--- config.mk ---
export PLATFORM = sky130hd
export DESIGN_NAME = sample_tick_player
export DESIGN_NICKNAME = d
export VERILOG_FILES = /design/src/rtl/sample_tick_player_pkg.sv /design/src/rtl/sample_tick_player_fifo.sv /design/src/rtl/sample_tick_player.sv
export SDC_FILE = /design/constraint.sdc
export NUM_CORES = 1
export LEC_CHECK = 0
export CORE_ASPECT_RATIO = 1.2
export CORE_MARGIN = 2
export CORE_UTILIZATION = 55
export CTS_BUF_LIST = sky130_fd_sc_hd__clkbuf_16
export DETAILED_ROUTE_END_ITERATION = 6
export HOLD_SLACK_MARGIN = 0.15
export PLACE_DENSITY = 0.74
export SLEW_MARGIN = 25
export SYNTH_ARGS = -nofsm -noshare
export SYNTH_HDL_FRONTEND = slang
export SYNTH_HIERARCHICAL = 1
export SYNTH_SLANG_ARGS = --single-unit
export TNS_END_PERCENT = 50
--- constraint.sdc ---
create_clock -name clk -period 3.6 [get_ports clk]
set_input_delay 0.54 -clock clk [delete_from_list [all_inputs] [get_ports clk]]
set_output_delay 0.54 -clock clk [all_outputs]
set_load 0.01 [all_outputs]
--- src/rtl/sample_tick_player_pkg.sv ---
// Shared audio definitions: sample width and underrun counter helpers.
package sample_tick_player_pkg;

    localparam int AUDIO_SAMPLE_WIDTH   = 16;
    localparam int UNDERRUN_COUNT_WIDTH = 8;

    localparam logic [UNDERRUN_COUNT_WIDTH-1:0] UNDERRUN_COUNT_MAX = '1;

    function automatic logic [UNDERRUN_COUNT_WIDTH-1:0] sat_inc(
        input logic [UNDERRUN_COUNT_WIDTH-1:0] value
    );
        return (value == UNDERRUN_COUNT_MAX) ? value : value + 1'b1;
    endfunction

endpackage

--- src/rtl/sample_tick_player_fifo.sv ---
// Single-clock sample FIFO; level carries full/empty, pointers wrap modulo depth.
module audio_sync_fifo #(
    parameter int WIDTH      = 16,
    parameter int DEPTH_LOG2 = 4
) (
    input  logic                  clk,
    input  logic                  rst,
    input  logic                  push,
    input  logic                  pop,
    input  logic [WIDTH-1:0]      wdata,
    output logic [WIDTH-1:0]      rdata,
    output logic [DEPTH_LOG2:0]   level
);

    localparam int DEPTH = 1 << DEPTH_LOG2;
    localparam logic [DEPTH_LOG2:0] LEVEL_FULL = (DEPTH_LOG2 + 1)'(DEPTH);

    logic [WIDTH-1:0]      mem_q [DEPTH];
    logic [DEPTH_LOG2-1:0] wr_ptr_q, wr_ptr_d;
    logic [DEPTH_LOG2-1:0] rd_ptr_q, rd_ptr_d;
    logic [DEPTH_LOG2:0]   level_q, level_d;
    logic                  push_ok, pop_ok;

    always_comb begin
        push_ok  = push & (level_q != LEVEL_FULL);
        pop_ok   = pop & (level_q != '0);
        wr_ptr_d = wr_ptr_q;
        rd_ptr_d = rd_ptr_q;
        level_d  = level_q;
        if (push_ok) begin
            wr_ptr_d = wr_ptr_q + 1'b1;
        end
        if (pop_ok) begin
            rd_ptr_d = rd_ptr_q + 1'b1;
        end
        if (push_ok && !pop_ok) begin
            level_d = level_q + 1'b1;
        end else if (!push_ok && pop_ok) begin
            level_d = level_q - 1'b1;
        end
    end

    always_ff @(posedge clk or posedge rst) begin
        if (rst) begin
            wr_ptr_q <= '0;
            rd_ptr_q <= '0;
            level_q  <= '0;
        end else begin
            wr_ptr_q <= wr_ptr_d;
            rd_ptr_q <= rd_ptr_d;
            level_q  <= level_d;
        end
    end

    // Storage needs no reset: an empty level makes stale entries unreachable.
    always_ff @(posedge clk) begin
        if (push_ok) begin
            mem_q[wr_ptr_q] <= wdata;
        end
    end

    assign rdata = mem_q[rd_ptr_q];
    assign level = level_q;

endmodule

--- src/rtl/sample_tick_player.sv ---
// Pops one buffered sample per sample_clock rise toward the DAC; tracks underruns.
module sample_tick_player
    import sample_tick_player_pkg::*;
#(
    parameter int SAMPLE_WIDTH = AUDIO_SAMPLE_WIDTH,
    parameter int DEPTH_LOG2   = 4
) (
    input  logic                              clk,
    input  logic                              rst,
    input  logic                              sample_clock,
    input  logic [SAMPLE_WIDTH-1:0]           in_data,
    input  logic                              in_valid,
    output logic                              in_ready,
    output logic [SAMPLE_WIDTH-1:0]           sample_out,
    output logic                              sample_strobe,
    output logic [DEPTH_LOG2:0]               level,
    output logic                              underrun,
    input  logic                              underrun_clr,
    output logic [UNDERRUN_COUNT_WIDTH-1:0]   underrun_count
);

    localparam logic [DEPTH_LOG2:0] LEVEL_FULL = (DEPTH_LOG2 + 1)'(1 << DEPTH_LOG2);

    logic                            sample_clock_d_q;
    logic                            tick;
    logic                            push, pop, underrun_tick;
    logic [SAMPLE_WIDTH-1:0]         fifo_rdata;
    logic [DEPTH_LOG2:0]             fifo_level;
    logic [SAMPLE_WIDTH-1:0]         sample_out_q, sample_out_d;
    logic                            sample_strobe_q, sample_strobe_d;
    logic                            underrun_q, underrun_d;
    logic [UNDERRUN_COUNT_WIDTH-1:0] underrun_count_q, underrun_count_d;

    audio_sync_fifo #(
        .WIDTH      (SAMPLE_WIDTH),
        .DEPTH_LOG2 (DEPTH_LOG2)
    ) u_fifo (
        .clk   (clk),
        .rst   (rst),
        .push  (push),
        .pop   (pop),
        .wdata (in_data),
        .rdata (fifo_rdata),
        .level (fifo_level)
    );

    // No bypass: a push landing with an empty-FIFO tick is stored, and the tick underruns.
    always_comb begin
        in_ready         = (fifo_level != LEVEL_FULL);
        tick             = sample_clock & ~sample_clock_d_q;
        push             = in_valid & in_ready;
        pop              = tick & (fifo_level != '0);
        underrun_tick    = tick & (fifo_level == '0);
        sample_out_d     = pop ? fifo_rdata : sample_out_q;
        sample_strobe_d  = pop;
        underrun_d       = underrun_q;
        underrun_count_d = underrun_count_q;
        if (underrun_tick) begin
            underrun_d       = 1'b1;
            underrun_count_d = underrun_clr ? UNDERRUN_COUNT_WIDTH'(1)
                                            : sat_inc(underrun_count_q);
        end else if (underrun_clr) begin
            underrun_d       = 1'b0;
            underrun_count_d = '0;
        end
    end

    // Edge history resets high so a sample_clock already high at release is not a tick.
    always_ff @(posedge clk or posedge rst) begin
        if (rst) begin
            sample_clock_d_q <= 1'b1;
            sample_out_q     <= '0;
            sample_strobe_q  <= 1'b0;
            underrun_q       <= 1'b0;
            underrun_count_q <= '0;
        end else begin
            sample_clock_d_q <= sample_clock;
            sample_out_q     <= sample_out_d;
            sample_strobe_q  <= sample_strobe_d;
            underrun_q       <= underrun_d;
            underrun_count_q <= underrun_count_d;
        end
    end

    assign sample_out     = sample_out_q;
    assign sample_strobe  = sample_strobe_q;
    assign level          = fifo_level;
    assign underrun       = underrun_q;
    assign underrun_count = underrun_count_q;

endmodule

# Yosys cells after proc, flatten, opt, wreduce, memory -nomap -nowiden
# Memories as Yosys holds them, arrays and structs flattened. A register that Yosys moved wholly into a read port is not among the register bits.
# Cells that the tools add are included.
# totals
n_memories,1
reg_bits,24
in_bits,21
output_inout_bits,32
ramBits,256
elab_cells,42
# op_classes
add_sub_neg,5
muxes,10
n_reduce_logical,9
eq_ne,3
n_bitwise,7
# memory_table
name,depth,width,read_ports,rd_ports_with_merged_regs,wr,line,rtl
u_fifo.mem_q,16,16,1,1,1,sample_tick_player_fifo.sv:18,logic [WIDTH-1:0] mem_q [DEPTH];
# op_table
operator,n
$mux W8,4
$mux W5,2
$add A4 B1 Y4 const B,2
$add A8 B1 Y8 const B,1
$eq A8 B8 Y1 const B,1
$and A1 B1 Y1,6
$add A5 B1 Y5 const B,1
$logic_not A5 Y1,1
$ne A5 B5 Y1 const B,1
$reduce_bool A5 Y1,1
$sub A5 B1 Y5 const B,1
$mux W1,4
$reduce_bool A2 Y1,2
$logic_and A1 B1 Y1,2
$logic_not A1 Y1,2
$ne A2 B2 Y1 const B,1
$reduce_and A2 Y1,1
$not A1 Y1,1

# Logic depth before layout (Yosys ltp)
# depth
ltp_word,7
depth_mapped,13
depth_no_buf,12

# Cells and area by module
# Netlist, hierarchy kept.
# modules_own_cells
mod,seq_area_each_um2,area_each_um2,instances,cells_per_inst
audio_sync_fifo,8012.7,10615.2,1,552
sample_tick_player,676.9,1172.4,1,95

# Worst setup path before layout
# No wires, ideal clock.
# synth_timing
path_type,reg2reg
startpoint,"register u_fifo.level_q[1], in the netlist u_fifo/level[1]"
endpoint,"register u_fifo.level_q[4], in the netlist u_fifo/level[4]"
n_path_buf,1
slack_ps,318
required_time_ps,3520
arrival_ps,3202
path_stages_with_launch,14
synth_period_minus_slack_ps,3282
setup_ps,80
path_cell_list,dfrtp_1 or4_4 o21bai_2 buf_2 inv_1 o21a_1 inv_1 ha_1 inv_1 fa_1 a21o_1 a21oi_1 mux2i_1 xnor2_1
# synth_between
elab_chain_len,6
word_cells_on_any_way,15
classes_between,add/sub: 2; eq/ne: 1; mux: 2; bitwise: 4; reduce/logical: 6
# synth_lines
element,line,rtl
"start, declared",sample_tick_player_fifo.sv:21,"logic [DEPTH_LOG2:0] level_q, level_d;"
"start signal, assigned",sample_tick_player_fifo.sv:51,level_q <= level_d;
$reduce_bool A5 Y1 (*),sample_tick_player.sv:52,pop = tick & (fifo_level != '0);
$and A1 B1 Y1 (*),sample_tick_player.sv:52,
named net pop,sample_tick_player.sv:26,"logic push, pop, underrun_tick;"
$and A1 B1 Y1 (*),sample_tick_player_fifo.sv:26,pop_ok = pop & (level_q != '0);
$logic_not A1 Y1,sample_tick_player_fifo.sv:36,if (push_ok && !pop_ok) begin
$logic_and A1 B1 Y1,sample_tick_player_fifo.sv:36,
$mux W5 / $reduce_bool A2 Y1 (equally long branches),n/a,
# The timed path passes the listed nets; every way through them passes the cells marked *. The select of a mux whose other input is x is not followed.
# A chain may end at the register's enable or synchronous reset.

# Worst setup path in the final report
# Ends and elaborated chain as after synthesis.

==> results.ini <==
[clocking]
cts_tree = done
cts-root-buf = clkbuf_16
clockBufferDepth = 3
clk_pin_slew_worst_paths_ns = 0.06
cts_resized = 0
htree_levels = 1
clock-sinks = 296
hold_buffers = 0
cts_setup_buffers = 0
clock_latency_ns = 0.53
cts_buffers = 28

[sta]
fin_skew_ns = 0.0120
fin_ws_ns = 0.523
fin_crit_sh_pct = 85.5
finalSetupViolations = 0
max_freq_ghz = 0.325
period_minus_slack_ns = 3.08
slew_viol_final = 0
maxSlewHeadroom_pct = 27.3
rsz0062_at_grt = no
worst_pin_slew_ns = 1.08
finalHoldViolCount = 0
tns_ns = 0

[route]
drt-initial-drc-count = 611
ant_nets = 0
vias_per_cell = 6.13
wirelength_um = 24300
drc = 0
via_count = 6251
drt_first_pass_iters = 5
wl_per_cell_um = 23.9

[floorplanning]
num_io_pins = 53
start_util_pct = 56.2
die_y_um = 164
rows = 58
dieWidth_um = 138
die-area_sq_um = 22600
fp.coreArea_sq_um = 21000

[yosys]
synth_area_sq_um = 11800
synth_area_leader_cell = edfxtp_1
ys_types = 44
synth_nets = 679
synthCells = 647
synthTopCellsByArea = edfxtp_1 (65%), dfrtp_1 (8.3%), mux4_2 (6.1%)
synthFlopType = edfxtp_1
netlist.area_leader.share_pct = 65.2
synth_warnings = 6
synth_enable_flop_cells = 256
synth-seq-cells = 296
synthArstFlopShare_pct = 13.5
seq_area_frac_synth_pct = 73.7
postSynthAreaPerCell_sq_um = 18.2

[finish]
seqCellArea_sq_um = 8690
fillers = 1388
drive_gt1_share_pct = 18.2
multi_input_area_sq_um = 2860
area_growth_pct = 15.7
nNetsFinal = 758

[setup_path]
arrival_ns = 3.53
cp.required_ns = 4.05
crit_type = reg2reg
crit_fanout = 7
critPathCaptureType = flop
start_kind = flop

[place]
pre_cts_slack_ns = 0.407
gp_congestion = 0.797
post-dp-hpwl_um = 15600
portBuffers = 52

[grt]
use_met2_pct = 38.5
top_usage_layer = met2
grt_pass1_vias = 6407
grt_overflow_total = 0
grt_max_degree = 36
use_met1_pct = 29.3
grt_pass1_wl_um = 37400
track_usage_pct = 22.6
antenna_found_initial = 1
use_met3_pct = 3.74

[run_status]
status = complete, no violations

[power_and_ir_drop]
pwr_density_cell_nw_per_um2 = 767
ir_drop_v = 0.000499
leakage_nw = 4.77

[job]
drv_cap = 0

[hold_path]
min_path_type = in2async

[state kept, by name (all words and copies together), names as in the netlist]
name,flops
underrun_count,8
u_fifo/mem_q,256
sample_clock_d_q,1
sample_strobe,1
underrun,1
u_fifo/level,5
sample_out,16
u_fifo/rd_ptr_q,4
u_fifo/wr_ptr_q,4
[path summary, 6_finish.rpt]
path	from	to	slack (ns)	depth (start not counted)
worst min-delay path	rst	u_fifo/wr_ptr_q[1]$_DFFE_PP0P_	0.38	2
worst min register to register	underrun$_DFFE_PP0P_	underrun$_DFFE_PP0P_	0.51	1
worst max-delay path	u_fifo/level[1]$_DFFE_PP0P_	u_fifo/level[4]$_DFFE_PP0P_	0.52	12
max in group asynchronous	rst	sample_clock_d_q$_DFF_PP1_	2.38	3
min in group clk	sample_clock	sample_clock_d_q$_DFF_PP1_	0.48	1
worst max register to register	u_fifo/level[1]$_DFFE_PP0P_	u_fifo/level[4]$_DFFE_PP0P_	0.52	12
[power breakdown]
part,internal (mW),switching (mW)
clock,1.60,1.19
combinational,1.46,1.67
sequential,4.21,0.336
[worst max-delay path, cell delays in order (launching register included)]
cell and delay, ns:
dfrtp_1 0.46, or4_4 0.59, o21bai_2 0.14, inv_1 0.07
o21a_1 0.14, inv_1 0.13, ha_1 0.18, inv_1 0.11
fa_1 0.42, a21o_1 0.20, a21oi_1 0.17, mux2i_1 0.26
xnor2_1 0.14
[cell usage in the layout, fill, tap and decap left out, types with 16 or more instances in the layout]
cell and instances:
buf_4 31, mux4_2 32, dfrtp_1 38, mux2i_1 65, nand2_1 31, a221oi_1 32
a22oi_1 16, o21ai_0 17, clkbuf_16 29, edfxtp_1 256, clkdlybuf4s50_1 52, mux2_2 17
[kinds of logic (layout without fill, tap and decap cells)]
group           after synthesis  after routing  share of synthesized area (%)
flops                       296            296                           73.7
buf+inv                      48            149                           2.23
simple gates                 78             78                           3.27
xor+xnor                     10             10                          0.743
other cells                   0              1                              0
compound gates               90             90                           5.55
fa+ha+maj                    11             11                           1.23
mux                         114            114                           13.3
[metal layers]
| metal | part of all wire [%] | wire length [um] |
|---|---|---|
| met1 | 39 | 9400 |
| met2 | 51 | 12500 |
| met3 | 6.7 | 1630 |
| met4 | 3.2 | 767 |
| met5 | 0 | 0 |
[through the flow]
stage	instance area [sq um]	total power, mW	hold WS, ns	cells	util, %
final	13600	10.5	0.380	1019	65.0
after global routing	13600	11.0	0.432	1019	65.0
after CTS	13600	10.5	0.385	1018	65.0
after detailed placement	12700	7.73	0.498	966	60.8
after global placement	12700	7.62	0.463	966	60.8
after floorplan	11800	6.66	0.417	647	-
[cells in the mapped netlist (2+ instances only)]
master / n
xnor2_1: 9
nand3_1: 5
o41ai_1: 2
mux4_2: 32
a21o_1: 3
and3_1: 2
nand2b_1: 3
nor3_1: 6
buf_2: 12
inv_1: 11
nor2_1: 15
mux2i_1: 65
a221oi_1: 32
o21ai_0: 17
o31ai_1: 4
or4_1: 3
dfrtp_1: 39
buf_4: 7
mux2_2: 17
or3_1: 4
a22oi_1: 16
a21oi_1: 8
or4_4: 2
clkbuf_1: 11
nand2_1: 31
buf_1: 2
ha_1: 10
buf_6: 4
and2_1: 2
edfxtp_1: 256
o21ai_1: 3
o21a_1: 2
[cell type report]
cell class | count | area share, %
Antenna cell | 1 | 0.0184
Clock buffer | 29 | 5.32
Clock inverter | 23 | 1.18
Inverter | 11 | 0.303
Multi-Input combinational cell | 303 | 21.0
Sequential cell | 296 | 63.8
Tap cell | 270 | 2.48
Timing Repair Buffer | 86 | 5.97
No activity file was read; power rests on OpenSTA's default activity.
